===== src/rtl/fetch_stage.sv =====
// Instruction-fetch stage: program counter, imem address, and the IF/ID pipeline register.
// Optional FETCH_PERF_CNT_EN adds saturating fetch/stall/flush counters.
module fetch_stage #(
    parameter logic [31:0] PC_STEP   = 32'd4,
    parameter logic [31:0] NOP_INSTR = 32'h0000_0000
) (
    input  logic        clk,
    input  logic        rst_n,
    input  logic [31:0] boot_pc,
    input  logic        stall,
    input  logic        redirect,
    input  logic [31:0] redirect_pc,
    output logic [31:0] imem_addr,
    input  logic [31:0] imem_rdata,
    output logic [31:0] ifid_pc,
    output logic [31:0] ifid_pc_plus4,
    output logic [31:0] ifid_instr,
    output logic        ifid_valid,
`ifdef FETCH_PERF_CNT_EN
    output logic [15:0] perf_fetched,
    output logic [15:0] perf_stalls,
    output logic [15:0] perf_flushes,
`endif
    output logic        fetch_fault
);

    localparam int unsigned XLEN  = 32;
    localparam int unsigned CNT_W = 16;

    typedef enum logic {
        ST_RUN  = 1'b0,
        ST_HALT = 1'b1
    } state_t;

    state_t            state, state_nxt;
    logic [XLEN-1:0]   pc, pc_nxt;
    logic [XLEN-1:0]   ifid_pc_nxt, ifid_instr_nxt;
    logic              ifid_valid_nxt, fault_nxt;
    logic              do_adv, do_stall, do_flush;

    // Next-state and next-register logic; redirect beats stall beats advance
    always_comb begin
        state_nxt      = state;
        pc_nxt         = pc;
        ifid_pc_nxt    = ifid_pc;
        ifid_instr_nxt = ifid_instr;
        ifid_valid_nxt = ifid_valid;
        fault_nxt      = fetch_fault;
        do_adv         = 1'b0;
        do_stall       = 1'b0;
        do_flush       = 1'b0;
        case (state)
            ST_RUN: begin
                if (redirect) begin
                    do_flush       = 1'b1;
                    ifid_instr_nxt = NOP_INSTR;
                    ifid_valid_nxt = 1'b0;
                    if (redirect_pc[1:0] != 2'b00) begin
                        fault_nxt = 1'b1;
                        state_nxt = ST_HALT;
                    end else begin
                        pc_nxt = redirect_pc;
                    end
                end else if (stall) begin
                    do_stall = 1'b1;
                end else begin
                    do_adv         = 1'b1;
                    pc_nxt         = pc + PC_STEP;
                    ifid_pc_nxt    = pc;
                    ifid_instr_nxt = imem_rdata;
                    ifid_valid_nxt = 1'b1;
                end
            end
            ST_HALT: begin
                ifid_valid_nxt = 1'b0;
            end
            default: begin
                state_nxt = ST_RUN;
            end
        endcase
    end

    always_ff @(posedge clk) begin
        if (!rst_n) begin
            state       <= ST_RUN;
            pc          <= boot_pc & ~XLEN'(3);
            ifid_pc     <= '0;
            ifid_instr  <= NOP_INSTR;
            ifid_valid  <= 1'b0;
            fetch_fault <= 1'b0;
        end else begin
            state       <= state_nxt;
            pc          <= pc_nxt;
            ifid_pc     <= ifid_pc_nxt;
            ifid_instr  <= ifid_instr_nxt;
            ifid_valid  <= ifid_valid_nxt;
            fetch_fault <= fault_nxt;
        end
    end

    assign imem_addr     = pc;
    assign ifid_pc_plus4 = ifid_pc + PC_STEP;

`ifdef FETCH_PERF_CNT_EN
    // Event counters stick at all-ones instead of wrapping
    always_ff @(posedge clk) begin
        if (!rst_n) begin
            perf_fetched <= '0;
            perf_stalls  <= '0;
            perf_flushes <= '0;
        end else begin
            if (do_adv && (perf_fetched != {CNT_W{1'b1}}))
                perf_fetched <= perf_fetched + CNT_W'(1);
            if (do_stall && (perf_stalls != {CNT_W{1'b1}}))
                perf_stalls <= perf_stalls + CNT_W'(1);
            if (do_flush && (perf_flushes != {CNT_W{1'b1}}))
                perf_flushes <= perf_flushes + CNT_W'(1);
        end
    end
`else
    logic unused_perf_events;
    assign unused_perf_events = do_adv ^ do_stall ^ do_flush;
`endif

endmodule


===== config.mk =====
export PLATFORM = sky130hd
export DESIGN_NAME = fetch_stage
export DESIGN_NICKNAME = d
export VERILOG_FILES = /design/src/rtl/fetch_stage.sv
export SDC_FILE = /design/constraint.sdc
export NUM_CORES = 1
export LEC_CHECK = 0
export CAP_MARGIN = 5
export CORE_MARGIN = 3
export CORE_UTILIZATION = 46
export DETAILED_ROUTE_END_ITERATION = 10
export PLACE_DENSITY = 0.87
export SLEW_MARGIN = 10
export SYNTH_ARGS = -nofsm -noshare
export SYNTH_HDL_FRONTEND = slang
export SYNTH_SLANG_ARGS = --single-unit

===== constraint.sdc =====
create_clock -name clk -period 10 [get_ports clk]
set_input_delay 2 -clock clk [delete_from_list [all_inputs] [get_ports clk]]
set_output_delay 2 -clock clk [all_outputs]
set_load 0.01 [all_outputs]

Word-level counts from Yosys, hierarchy flattened --
Index checks and enable logic that the tools add are counted.
Word-level totals: flip-flop bits (word level) 99, output and inout bits 130
Cells by class: add/sub/neg operators 2, eq/ne operators 6, muxes and demuxes 13, bitwise gates (word level) 3, reductions and logical operators 6
Operators by type and width (count):
- two-way mux 32 bit | 7
- adder 32 x 3 -> 32 bit (second input constant) | 2
- AND reduction 3 bit | 4
- != test 3 bit (second input constant) | 2
- two-way mux 1 bit | 5
- != test 2 bit (second input constant) | 2
- != test 3 x 2 -> 1 bit (second input constant) | 1
- inverter 1 bit | 3
- != test 2 x 1 -> 1 bit (second input constant) | 1
- case mux 1 bit (2 select lines) | 1
- AND reduction 2 bit | 1
- nonzero test 2 bit | 1

Logic depth before layout (Yosys ltp) --
Gate-level depths: netlist (run 1).
word-level depth 5, mapped depth 7, mapped depth without buffers 6

Worst setup path after synthesis (run 1) --
No wires, ideal clock.
path type in2reg, start in redirect, end reg pc[10], in the netlist imem_addr[10] (enable), data arrival time 5.821 ns, setup slack 3.657 ns, stages on the path 3, cell sequence buf_2 nand2b_1 o311ai_0
Between the ends: cells in the longest elaborated chain, start to end 2, elaborated cells between the ends (all ways) 3, classes of those cells eq/ne (2); reduce/logical (1)
Ends and longest elaborated chain:
- from (decl) | RTL line 11 | input logic redirect,
- != test 3 bit (no line) / != test 3 x 2 -> 1 bit (equally long branches)
- AND reduction 3 bit (no line) (*)
- to (signal assigned) | RTL line 86 | pc <= boot_pc & ~XLEN'(3);
- to (signal assigned) | RTL line 93 | pc <= pc_nxt;
- to (decl) | RTL line 36 | logic [XLEN-1:0] pc, pc_nxt;
Every way passes the cells marked *; elsewhere a longest branch is shown, timed or not. A chain may end at the register's enable or synchronous reset.

Worst setup path in the final report (run 1) --
start reg ifid_pc[10], end out ifid_pc_plus4[29]
Between the ends: cells in the longest elaborated chain, start to end 1
Ends and longest elaborated chain:
- from (decl) | RTL line 15 | output logic [31:0] ifid_pc,
- from (signal assigned) | RTL line 94 | ifid_pc <= ifid_pc_nxt;
- adder 32 x 3 -> 32 bit | RTL line 102 | assign ifid_pc_plus4 = ifid_pc + PC_STEP;
- to (decl) | RTL line 16 | output logic [31:0] ifid_pc_plus4,
Every way passes these cells.

==> qor.txt, run 1 <==
total negative setup slack = 0 ns
Finished Layout Cells = 938
clock period minus worst slack = 4.83 ns
routed wire length = 16200 um
MaxCap Viol Count = 0
Synth Area per Inst = 8.65 sq um
Hold WC Path Type = flop to flop
DRT Pass-1 Iters = 5
crit path cell chain = nand4_1 > nor4_4 > nand3_1 > nor3_2 > xor2_1 > clkdlybuf4s50_1
Root Buffer = clkbuf_8
drt via density = 5.54
max incr delay on CP = 0.56 ns
Req. time, crit path = 8.00 ns
number of H-tree levels = 3
power density over cell area = 125 mW/mm^2
Util after Layout = 72.7%
Syn Std Cell Area = 0.00512 sq mm
Final WS setup = 5.17 ns
Layout Nets = 899
vias in the first global route = 5081
final hold slack = 0.464 ns
FMAX = 0.207 GHz
multi-input logic area = 0.00262 sq mm
Remaining DRCs = 0
Initial Util = 48.5%
dpl cells = 922
Critical Path AT = 2.83 ns
DIE WIDTH = 112 um
synthesis-to-layout area growth = 49.8%
CTS Buf Count = 9
CTS tree = built
n_diodes = 0
Setup Crit Path Kind = flop to output pin
Top FF cell, synth = dfxtp_1
Crit Path Max Fanout = 6
Die Ht = 112 um
ratio of cells with drive above 1 in the final layout = 3.62%
RSZ-0062 raised after global routing = false
worst skew pair latency = 0.37 ns
max-slew violations = 0
maximum root-to-sink buffer count = 2
Port Buf Inserts = 227
final hold vios = 0
Row Count = 37
post-synth cell types = 39
IR drop worst, VDD = 0.0696 mV
grt ovf = 0
Post-Route Skew = 0.00770 ns
GR Util All Layers = 25.2%
CP Launch Type = flop
Final setup viols = 0
starting DRC count in detailed routing = 412
Setup WS pre-CTS = 5.20 ns
die area = 0.0124 sq mm
YS warnings = 0
Final ANT Viol Nets = 0
CP max-delay cell = clkdlybuf4s50_1
Clock Sinks = 99
IO Count = 230
Leak Pwr = 2.68 nW
number of gates resized after cts = 0
Mapped Nets = 694
largest net degree at the start of global routing = 127
DR WL/cell = 17.3 um
antenna violations before repair = 0
vias = 5193
cells after synthesis = 592
Placeable Area = 0.0106 sq mm
DPL Wire Length = 12100 um
first-pass GRT wire length = 25500 um
Relative slew margins = 31.2%
Fillers = 787
cts-stage hold buffer count = 0
Tcrit/Tclk final = 48.3%
run status = completed
Reg area = 0.00228 sq mm
ys async rst share = 0%
Critical Path End Type = output pin
EDFF count, synth = 30
Seq cells post-synth = 99
Slew @ Worst Pin = 1.03 ns
sequential fraction of the synthesis area = 44.6%
GPL Wtd Cong = 0.865
Clk pin slew, worst setup/hold paths = 0.09 ns
number of setup buffers added after CTS = 0
==> worst max-delay path: cells and delay by family, from the launching register on <==
| family | cells | cell delay [ns] |
|---|---|---|
| and+or+nand+nor | 4 | 1.22 |
| buffers and inverters | 1 | 0.56 |
| DFF | 1 | 0.48 |
| xor gates and xnor gates | 1 | 0.20 |
==> state kept, by name, indices dropped and copies added (netlist names), named ones only <==
name and cells:
ifid_instr 32, state 1, fetch_fault 1, imem_addr 30, ifid_pc 32, ifid_valid 1
==> cells in the mapped netlist, types with 5 or more instances <==
master / count / area [sq um]
nor2b_1: 34 / 213
a22oi_1: 32 / 240
nand2_1: 113 / 424
dfxtp_1: 69 / 1380
a31oi_1: 5 / 31.3
inv_1: 23 / 86.3
clkbuf_1: 32 / 120
a21boi_0: 32 / 240
xnor2_1: 27 / 236
nand4_1: 18 / 113
nand3_1: 29 / 145
edfxtp_1: 30 / 901
a21oi_1: 7 / 35.0
o22ai_1: 9 / 56.3
xor2_1: 28 / 245
nor2_1: 27 / 101
o21ai_0: 34 / 170
==> worst paths after layout <==
kind                                 start                       to  slack [ns]  depth (start not counted)
setup / recovery  ifid_pc[10]$_SDFFE_PN0P_        ifid_pc_plus4[29]        5.17                          6
hold / removal     ifid_valid$_SDFFE_PN0P_  ifid_valid$_SDFFE_PN0P_        0.46                          2
setup reg to reg    imem_addr[2]$_DFFE_PP_  imem_addr[28]$_DFFE_PP_        7.65                          6
hold reg to reg    ifid_valid$_SDFFE_PN0P_  ifid_valid$_SDFFE_PN0P_        0.46                          2
==> metrics by stage <==
step	cell area (sq um)	power, W
finish	7670	0.000956
detailed placement	7450	0.000695
CTS	7670	0.000961
global placement	7450	0.000687
floorplan	5120	0.000569
global route	7670	0.00100
==> report_power, final <==
group          internal, W  switching [W]  total (W)
sequential        0.000443      0.0000381   0.000481
clock             0.000128       0.000142   0.000269
combinational     0.000117      0.0000884   0.000206
total             0.000688       0.000268   0.000956
==> cells in the final DEF, fill, tap and decap left out, drive strengths merged, types with 2 or more instances in the layout <==
master	count
a21boi	32
a21oi	7
a22oi	32
a31oi	5
and3	4
and4	3
buf	5
clkbuf	12
clkdlybuf4s50	226
clkinv	2
clkinvlp	2
dfxtp	69
edfxtp	30
ha	2
inv	23
nand2	113
nand2b	2
nand3	29
nand4	19
nor2	27
nor2b	34
nor3	6
nor4	4
o21a	2
o21ai	36
o221ai	2
o22ai	9
o311a	2
o32ai	2
or3	2
xnor2	27
xor2	28
==> layout make-up <==
type | count | share of cell area (%)
clock buffers | 12 | 2.45
clock inverters | 4 | 0.375
inverters | 23 | 1.13
multi-input cells | 433 | 34.1
flip-flops and latches | 99 | 29.8
well taps | 136 | 2.22
repair buffers | 231 | 30.0
==> routing by layer <==
metal  routed length [um]  vias up  GRT usage (%)
li1                     -     2459              -
met1                 5990     2414           29.1
met2                 8020      271           43.3
met3                 1540       49           6.79
met4                  653        0           12.0
met5                    0        -              0
==> logic make-up after synthesis <==
group                    Yosys count  synth area share, %
adder cells (fa/ha/maj)            2                0.489
buffers and inverters             60                 4.59
flip-flops                        99                 44.6
XOR/XNOR                          55                 9.41
AND/OR/NAND/NOR                  244                 23.8
AO/OA/AOI/OAI                    131                 17.0
multiplexers                       1                0.196
No activity file was read; power rests on OpenSTA's default activity.
==> run 2: changes to the inputs <==
Settings changed: CORE_UTILIZATION 46 to 38, PLACE_DENSITY 0.87 to 0.77.
Clock period 10 ns to 4.08 ns, I/O delays scaled along.
==> run 2 against run 1 <==
Critical path depth did not move. Largest cell class unchanged. Final cell count grew 4.3%. Via count decreased by 3.0%. Non-clock buffer count is 4 higher. Critical endpoint unchanged. Clock skew is 0.0023 ns lower. First-iteration DRC count decreased by 30%. Count of clock-buffer cells in the layout is the same. Clock power rose to 3.3 times the previous value.
==> qor.txt, run 2 (synthesized netlist as in run 1, its figures left out) <==
Tcrit/Tclk final = 86.1%
Util after Layout = 61.1%
cts-stage hold buffer count = 0
first-pass GRT wire length = 24700 um
ratio of cells with drive above 1 in the final layout = 4.09%
MaxCap Viol Count = 0
Leak Pwr = 2.76 nW
Final ANT Viol Nets = 0
vias in the first global route = 4836
CP Launch Type = flop
final hold slack = 0.468 ns
DPL Wire Length = 12100 um
GPL Wtd Cong = 0.909
Remaining DRCs = 0
vias = 5039
IO Count = 230
Clock Sinks = 99
number of gates resized after cts = 0
die area = 0.0149 sq mm
synthesis-to-layout area growth = 53.6%
CTS Buf Count = 9
Critical Path End Type = output pin
antenna violations before repair = 0
largest net degree at the start of global routing = 65
GR Util All Layers = 21.0%
Slew @ Worst Pin = 1.01 ns
clock period minus worst slack = 3.51 ns
placed cell area = 0.00754 sq mm
max-slew violations = 0
CTS tree = built
number of H-tree levels = 3
commonest cells after routing, fill and taps aside = clkdlybuf4s50_1, nand2_1, dfxtp_1, nor2b_1, o21ai_0
power density over cell area = 329 mW/mm^2
Initial Util = 39.8%
Req. time, crit path = 3.26 ns
DRT Pass-1 Iters = 7
worst skew pair latency = 0.34 ns
IR drop worst, VDD = 0.183 mV
Layout Nets = 903
most common cell after layout, fill and taps aside = clkdlybuf4s50_1
Root Buffer = clkbuf_16
n_diodes = 0
Final setup viols = 0
Crit Path Max Fanout = 6
Placeable Area = 0.0129 sq mm
drt via density = 5.15
total negative setup slack = 0 ns
Clk pin slew, worst setup/hold paths = 0.07 ns
Critical Path AT = 2.70 ns
DR WL/cell = 16.4 um
Relative slew margins = 32.6%
Port Buf Inserts = 227
number of setup buffers added after CTS = 0
routed wire length = 16000 um
Hold WC Path Type = flop to flop
Die Ht = 122 um
run status = completed
DIE WIDTH = 122 um
RSZ-0062 raised after global routing = false
R2R Setup Slk = 1.71 ns
final hold vios = 0
maximum root-to-sink buffer count = 2
FMAX = 0.285 GHz
Post-Route Skew = 0.00540 ns
Row Count = 41
Post-Layout Inst Area = 0.00787 sq mm
Setup Crit Path Kind = flop to output pin
starting DRC count in detailed routing = 288
grt ovf = 0
[run 2: cell count changes in the layout (fill, tap and decap cells not counted), sizes merged]
cell and change:
clkinvlp -2, clkinv +1, buf +4, inv +1
[run 2: final cells by class]
class	instances	area, sq um
fillers	1095	5010
multi-input cells	433	2630
repair buffers	235	2330
flip-flops and latches	99	2280
clock buffers	12	300
well taps	172	215
inverters	23	86.3
clock inverters	4	25.0
[run 2: path summary, 6_finish.rpt]
path,start,endpoint,depth (start not counted)
worst min-delay path,ifid_valid$_SDFFE_PN0P_,ifid_valid$_SDFFE_PN0P_,2
worst max register to register,imem_addr[2]$_DFFE_PP_,imem_addr[26]$_DFFE_PP_,6
worst max-delay path,ifid_pc[2]$_SDFFE_PN0P_,ifid_pc_plus4[29],6
worst min register to register,ifid_valid$_SDFFE_PN0P_,ifid_valid$_SDFFE_PN0P_,2
[run 2: report_power, final]
part           leakage, nW  internal, W  switching, W
sequential           0.866      0.00109     0.0000934
clock                0.164     0.000525      0.000375
combinational         1.73     0.000291      0.000218
total                 2.76      0.00190      0.000686
[run 2: critical path: stages, from the launching register on]
cell             delay, ns
dfxtp_1               0.44
nand4_1               0.29
nor4_4                0.47
nand3_1               0.25
nor3_2                0.19
xor2_1                0.17
clkdlybuf4s50_1       0.55
[run 2: per-layer routing]
layer / GRT usage (%) / wire length (um) / vias up / part of all wire (%)
li1: - / - / 2470 / -
met1: 25.4 / 6450 / 2335 / 40
met2: 35.4 / 7700 / 207 / 48
met3: 6.31 / 1490 / 27 / 9.3
met4: 7.84 / 368 / 0 / 2.3
met5: 0 / 0 / - / 0
[run 2: through the flow]
stage | total power [W] | std cells | setup slack (ns)
global placement | 0.00170 | 962 | 0.933
detailed placement | 0.00171 | 962 | 0.887
global route | 0.00270 | 978 | 0.351
CTS | 0.00261 | 978 | 0.509
finish | 0.00259 | 978 | 0.569
floorplan | 0.00139 | 592 | 0.185
==> run 3: changes to the inputs <==
==> constraint.sdc (replaced) <==
create_clock -name clk -period 4.08 [get_ports clk]
set_input_delay 1.02 -clock clk [delete_from_list [all_inputs] [get_ports clk]]
set_output_delay 1.02 -clock clk [all_outputs]
set_load 0.01 [all_outputs]
==> run 3 against run 2 <==
Sequential share of layout area up 0.069 points. Utilization is 0.15 points lower. Fmax shrank 6.6%. Power shrank 0.73%.
==> qor.txt, run 3 (synthesized netlist as in run 1, its figures left out) <==
run status = completed
Final setup viols = 0
n_diodes = 0
grt ovf = 0
hold depth = 2
commonest cells after routing, fill and taps aside = clkdlybuf4s50_1, nand2_1, dfxtp_1, o21ai_0, nor2b_1
vias = 5002
max-slew violations = 0
DR WL/cell = 16.2 um
Clk pin slew, worst setup/hold paths = 0.07 ns
MaxCap Viol Count = 0
synthesis-to-layout area growth = 53.3%
Relative slew margins = 34.4%
clock period minus worst slack = 3.76 ns
Placeable Area = 0.0129 sq mm
Final WS setup = 0.319 ns
Critical Path AT = 2.74 ns
Hold Path Origin = ifid_valid$_SDFFE_PN0P_
final hold slack = 0.464 ns
number of gates resized after cts = 0
RSZ-0062 raised after global routing = false
Root Buffer = clkbuf_16
Setup Crit Path Kind = flop to output pin
starting DRC count in detailed routing = 235
maximum root-to-sink buffer count = 2
GPL Wtd Cong = 0.850
Hold WC Path Type = flop to flop
drt via density = 5.12
Post-Route Skew = 0.00656 ns
Final ANT Viol Nets = 0
number of H-tree levels = 3
first-pass GRT wire length = 24900 um
vias in the first global route = 4981
Req. time, crit path = 3.06 ns
number of setup buffers added after CTS = 0
ratio of cells with drive above 1 in the final layout = 4.10%
Crit Path Max Fanout = 6
Clock Sinks = 99
IO Count = 230
Initial Util = 39.8%
Tcrit/Tclk final = 92.2%
power density over cell area = 328 mW/mm^2
Row Count = 41
CTS Buf Count = 9
GR Util All Layers = 20.9%
Leak Pwr = 2.75 nW
CP Launch Type = flop
Critical Path End Type = output pin
DIE WIDTH = 122 um
R2R Setup Slk = 1.75 ns
Setup WS pre-CTS = 0.674 ns
Fillers = 1099
RR Startpoint = imem_addr[2]$_DFFE_PP_
worst skew pair latency = 0.34 ns
Layout Nets = 902
largest net degree at the start of global routing = 90
DPL Wire Length = 12100 um
most common cell after layout, fill and taps aside = clkdlybuf4s50_1
Die Ht = 122 um
Port Buf Inserts = 227
CTS tree = built
antenna violations before repair = 0
Slew @ Worst Pin = 0.984 ns
Remaining DRCs = 0
IR drop worst, VDD = 0.228 mV
die area = 0.0149 sq mm
R2R Path End = imem_addr[28]$_DFFE_PP_
FMAX = 0.266 GHz
routed wire length = 15900 um
r2r worst-path depth = 6
Hold Path End = ifid_valid$_SDFFE_PN0P_
DRT Pass-1 Iters = 6
final hold vios = 0
cts-stage hold buffer count = 0
total negative setup slack = 0 ns
run 3: cell types whose count changed in the layout (fill, tap and decap cells not counted), sizes merged:
cell,delta
clkinv,-3
clkbuf,-1
buf,-1
inv,+4
run 3: critical path, cell delays in order, from the launching register on:
cell and delay [ns]:
dfxtp_1 0.44, nand4_1 0.31, nor4_4 0.45, nand3_1 0.26
nor2_1 0.18, xor2_1 0.18, clkdlybuf4s50_1 0.57
run 3: stage by stage:
stage,area [sq um],util [%],std cells,total power (W)
floorplan,5130,-,592,0.00139
global placement,7530,58.5,961,0.00170
detailed placement,7530,58.5,961,0.00171
CTS,7850,60.9,977,0.00260
global route,7850,60.9,977,0.00269
finish,7850,60.9,977,0.00257
run 3: how the worst max path moves through the flow:
stage	from	endpoint	cells past startpoint
after floorplan	redirect	imem_addr[10]$_DFFE_PP_	3
after global placement	ifid_pc[4]$_SDFFE_PN0P_	ifid_pc_plus4[29]	6
after detailed placement	ifid_pc[9]$_SDFFE_PN0P_	ifid_pc_plus4[29]	6
final	ifid_pc[10]$_SDFFE_PN0P_	ifid_pc_plus4[27]	6
after global routing	ifid_pc[2]$_SDFFE_PN0P_	ifid_pc_plus4[28]	7
after CTS	ifid_pc[9]$_SDFFE_PN0P_	ifid_pc_plus4[27]	6
run 3: cell type report:
type	instances	area [sq um]	area share, %
multi-input combinational	433	2630	33.5
timing repair buffer	234	2320	29.6
sequential	99	2280	29.1
clock buffer	11	275	3.51
tap	172	215	2.74
inverter	23	86.3	1.10
clock inverter	5	36.3	0.462
run 3: per-layer routing:
layer  up-vias  global-route usage, %  routed length [um]
met3        19                   6.64                1390
met5         -                      0                   0
li1       2472                      -                   -
met4         0                   6.37                 227
met1      2323                   24.5                6360
met2       188                   36.3                7890
run 3: power by group:
group | switching, W | internal, W | total, W
clock network | 0.000386 | 0.000494 | 0.000880
logic | 0.000221 | 0.000290 | 0.000510
registers | 0.0000920 | 0.00109 | 0.00118
